$ cat src/rtl/pc_sequencer.sv
// Fetch-stage program counter with exception redirect, relative jumps, branches,
// and call/return support through a small circular return-address stack.
module pc_sequencer #(
  parameter int            AW           = 32,
  parameter int            STEP         = 1,
  parameter logic [AW-1:0] RESET_VECTOR = '0,
  parameter logic [AW-1:0] EXC_VECTOR   = 'h10,
  parameter int            RAS_DEPTH    = 4
) (
  input  logic                         clk,
  input  logic                         rst,
  input  logic                         stall,
  input  logic                         exc_req,
  input  logic                         jump_en,
  input  logic [AW-1:0]                jump_offset,
  input  logic                         link_en,
  input  logic                         branch_en,
  input  logic                         branch_cond,
  input  logic [AW-1:0]                branch_target,
  input  logic                         ret_en,
  output logic [AW-1:0]                pc,
  output logic                         redirect,
  output logic [$clog2(RAS_DEPTH+1)-1:0] ras_count,
  output logic                         ras_overflow,
  output logic                         ras_underflow
);

  localparam int            PW     = $clog2(RAS_DEPTH);
  localparam int            CW     = $clog2(RAS_DEPTH + 1);
  localparam logic [AW-1:0] STEP_V = AW'(STEP);
  localparam logic [CW-1:0] FULL   = CW'(RAS_DEPTH);

  logic [AW-1:0] ras [RAS_DEPTH];
  logic [PW-1:0] ptr;

  logic [AW-1:0] pc_next;
  logic [AW-1:0] seq_pc;
  logic          redirect_next;
  logic [PW-1:0] ptr_next;
  logic [PW-1:0] top_idx;
  logic [CW-1:0] count_next;
  logic          push;
  logic          overflow_next;
  logic          underflow_next;

  assign seq_pc  = pc + STEP_V;
  assign top_idx = ptr - PW'(1);

  // Next-PC selection by priority; only the winning request may touch the RAS.
  always_comb begin
    pc_next        = seq_pc;
    redirect_next  = 1'b0;
    ptr_next       = ptr;
    count_next     = ras_count;
    push           = 1'b0;
    overflow_next  = 1'b0;
    underflow_next = 1'b0;
    if (exc_req) begin
      pc_next       = EXC_VECTOR;
      redirect_next = 1'b1;
      count_next    = '0;
      ptr_next      = '0;
    end else if (jump_en) begin
      pc_next       = pc + jump_offset;
      redirect_next = 1'b1;
      if (link_en) begin
        // A full stack silently drops its oldest entry, which sits at ptr.
        push     = 1'b1;
        ptr_next = ptr + PW'(1);
        if (ras_count == FULL) begin
          overflow_next = 1'b1;
        end else begin
          count_next = ras_count + CW'(1);
        end
      end
    end else if (branch_en && branch_cond) begin
      pc_next       = branch_target;
      redirect_next = 1'b1;
    end else if (ret_en) begin
      if (ras_count != '0) begin
        pc_next       = ras[top_idx];
        redirect_next = 1'b1;
        ptr_next      = top_idx;
        count_next    = ras_count - CW'(1);
      end else begin
        underflow_next = 1'b1;
      end
    end else if (stall) begin
      pc_next = pc;
    end
  end

  // Architectural state and registered status flags.
  always_ff @(posedge clk) begin
    if (rst) begin
      pc            <= RESET_VECTOR;
      redirect      <= 1'b0;
      ptr           <= '0;
      ras_count     <= '0;
      ras_overflow  <= 1'b0;
      ras_underflow <= 1'b0;
    end else begin
      pc            <= pc_next;
      redirect      <= redirect_next;
      ptr           <= ptr_next;
      ras_count     <= count_next;
      ras_overflow  <= overflow_next;
      ras_underflow <= underflow_next;
    end
  end

  // Return-address storage; contents need no reset because ras_count guards reads.
  always_ff @(posedge clk) begin
    if (!rst && push) begin
      ras[ptr] <= seq_pc;
    end
  end

endmodule

$ cat config.mk
export PLATFORM = sky130hd
export DESIGN_NAME = pc_sequencer
export DESIGN_NICKNAME = d
export VERILOG_FILES = /design/src/rtl/pc_sequencer.sv
export SDC_FILE = /design/constraint.sdc
export NUM_CORES = 1
export LEC_CHECK = 0
export CAP_MARGIN = 5
export CORE_MARGIN = 2
export CORE_UTILIZATION = 50
export CTS_CLUSTER_SIZE = 40
export DETAILED_ROUTE_END_ITERATION = 12
export DONT_BUFFER_PORTS = 1
export GPL_TIMING_DRIVEN = 1
export PLACE_DENSITY = 0.62
export SLEW_MARGIN = 10
export SYNTH_ARGS = -nofsm -noshare
export SYNTH_HDL_FRONTEND = slang
export SYNTH_SLANG_ARGS = --single-unit
$ cat constraint.sdc
create_clock -name clk -period 9.96 [get_ports clk]
set_clock_uncertainty 0.05 [all_clocks]
set_input_delay 1.992 -clock clk [delete_from_list [all_inputs] [get_ports clk]]
set_output_delay 1.992 -clock clk [all_outputs]
set_load 0.02 [all_outputs]
==> impl_metrics.env <==
export IMPL_status="completed"
export IMPL_cts_hold_fix_buffers=0
export IMPL_antenna_found_initial=0
export IMPL_slowest_stage="fa_1"
export IMPL_num_nets_final=892
export IMPL_clock_path_buffers=2
export IMPL_synth_edff_count=128
export IMPL_setup_viol_count_final=0
export IMPL_drive_above_1_share=0.132
export IMPL_dp_hpwl_mm=17.0
export IMPL_cp_max_fo=4
export IMPL_core_area_um2=18100
export IMPL_rrSetupSlack_ns=6.41
export IMPL_rr_endpoint="pc[10]"
export IMPL_synthTopCellsByArea="edfxtp_1 41%, dfxtp_1 8.6%, mux4_2 7.8%"
export IMPL_synthCells=793
export IMPL_cts_max_level=4
export IMPL_cts_num_sinks=168
export IMPL_hp_start="ptr[1]"
export IMPL_gr_usage_all_layers=0.266
export IMPL_die_width_um=140
export IMPL_drt_iter0_drc=559
export IMPL_avgSynthCellArea_um2=11.7
export IMPL_numCtsBuffers=17
export IMPL_min_path_type="reg -> reg"
export IMPL_synth_top_area_share=0.414
export IMPL_portBuffers=0
export IMPL_r2r_start="pc[0]"
export IMPL_syn_area_um2=9290
export IMPL_maxCapViolCount=0
export IMPL_crit_chain="ha_1, fa_1, a21o_1, a221o_1, a21o_1, a21oi_1, nor2b_1, o21ai_0, mux2_2, a2111oi_0"
export IMPL_yosys_warnings=0
export IMPL_row_count=49
export IMPL_yosysMostFrequentCell="edfxtp_1"
export IMPL_power_leakage_nw=3.55
export IMPL_hold_violations=0
export IMPL_synthTopCellsByCount="128 x edfxtp_1, 64 x nand2_1, 56 x a21oi_1"
export IMPL_wire_per_inst_um=25.2
export IMPL_holdPathEnd="ptr[1]"
export IMPL_max_freq_mhz=225
export IMPL_worst_ep_required_time_ns=10.22
export IMPL_viasPerCell=6.73
export IMPL_synth_ff_type="edfxtp_1"
export IMPL_synth_ff_latch_count=168
export IMPL_vias=6881
export IMPL_layoutNonFillerInstCount=1023
export IMPL_grt_overflow_total=0
export IMPL_drtPass1Iterations=5
export IMPL_drtAntennaViolNets=0
export IMPL_die_area_um2=19700
export IMPL_cts_tree="yes"
export IMPL_place_gp_congestion=0.915
export IMPL_cp_start_kind="input pin"
export IMPL_power_density_nw_per_um2=167
export IMPL_grt_pass1_wl_mm=39.6
export IMPL_drc=0
export IMPL_n_antenna_cell=0
export IMPL_dp_slack_ns=5.11
export IMPL_area_growth_pct=8.65
export IMPL_worstSetupEndpointType="register"
export IMPL_synthDistinctLibCells=76
export IMPL_crit_top_cell="a21o_1"
export IMPL_clockRootBuffer="clkbuf_16"
export IMPL_grt_max_degree=54
export IMPL_reg2regPathDepth=10
export IMPL_post_synth_top_area_cell="edfxtp_1"
export IMPL_cp_slowest_stage_delay_ns=0.42
export IMPL_path_clk_slew_ns=0.07
export IMPL_hold_depth=2
export IMPL_cts_resized=0
export IMPL_place_inst=991
export IMPL_postCtsSetupBuffers=0
export IMPL_worst_slack_ns=5.51
export IMPL_finalSetupTns_ns=0
export IMPL_die_y_um=140
export IMPL_fin_crit_sh=0.447
export IMPL_maxSlewHeadroom=0.324
export IMPL_maxSlewViolCount=0
export IMPL_drt_wl_total_mm=25.8
export IMPL_tightest_slew_ns=1.01
export IMPL_pin_count=111
export IMPL_critPathKind="in -> reg"
export IMPL_grt_pass1_vias=6789
export IMPL_ys_seq_area_frac=0.500
export IMPL_arrival_ns=4.70
export IMPL_synthesis_nets=904
export IMPL_post_route_min_period_ns=4.45
export IMPL_rsz0062_at_grt="false"
export IMPL_clk_insertion_delay_late_ns=0.43
export IMPL_start_util=0.514
export IMPL_postSynth_asyncResetShare=0
export IMPL_ir_drop_mv=0.104
## cell usage in the layout (no fill, tap or decap), drive strengths merged, types with 18 or more instances in the layout
master and count:
dfxtp 40, edfxtp 128, nor2 55, o21ai 26, nand2 65, ha 36
xnor2 35, a21oi 56, mux4 32, xor2 18, a21o 20, inv 22
nand3 23
## worst max-delay path, delay by kind of cell
kind,cells,cell delay (ns)
adder cells (fa/ha/maj),2,0.67
AND/OR/NAND/NOR,1,0.07
AO/OA/AOI/OAI,6,1.61
multiplexers,1,0.35
## cell families after synthesis
kind of cell	synth area share
fa+ha+maj	0.0528
buf+inv	0.0248
xor+xnor	0.0508
simple gates	0.128
flops	0.500
compound gates	0.156
mux	0.0877
## layout make-up
cell class | instances | area, um^2
Inverter | 17 | 63.8
Clock inverter | 15 | 166
Clock buffer | 17 | 425
Timing Repair Buffer | 11 | 82.6
Tap cell | 229 | 287
Fill cell | 1462 | 7990
Sequential cell | 168 | 4650
Multi-Input combinational cell | 566 | 4420
## worst max path at each step
stage,startpoint,cells after the start,end
6_report,jump_offset[0],10,pc[10]
5_1_grt,jump_offset[0],10,pc[10]
4_1_cts,jump_offset[0],10,pc[10]
3_5_place_dp,jump_offset[0],10,pc[10]
3_3_place_gp,jump_offset[0],10,pc[10]
2_1_floorplan,jump_offset[0],10,pc[10]
## stage by stage
step	total power (W)	util	area (um^2)	hold WS [ns]
floorplan	0.000975	-	9290	0.426
global placement	0.00102	0.525	9500	0.455
detailed placement	0.00103	0.525	9500	0.475
CTS	0.00168	0.558	10100	0.487
global route	0.00174	0.558	10100	0.501
finish	0.00168	0.558	10100	0.495
## registers in the layout (all words and copies together) (netlist names)
register,cells
pc,32
ptr,2
ras,128
ras_count,3
ras_overflow,1
ras_underflow,1
redirect,1
## power breakdown
group	switching [W]	internal (W)	total [W]
logic	0.000130	0.0000858	0.000216
registers	0.0000362	0.000769	0.000805
clock network	0.000287	0.000374	0.000661
total	0.000453	0.00123	0.00168
## per-layer routing
metal  GRT usage  vias up  part of all wire
met2       0.413      332              0.46
met5           0        -                 0
met1       0.378     3460              0.44
li1            -     3069                 -
met4      0.0691        0             0.011
met3      0.0667       20             0.086
No activity file was read; power rests on OpenSTA's default activity.
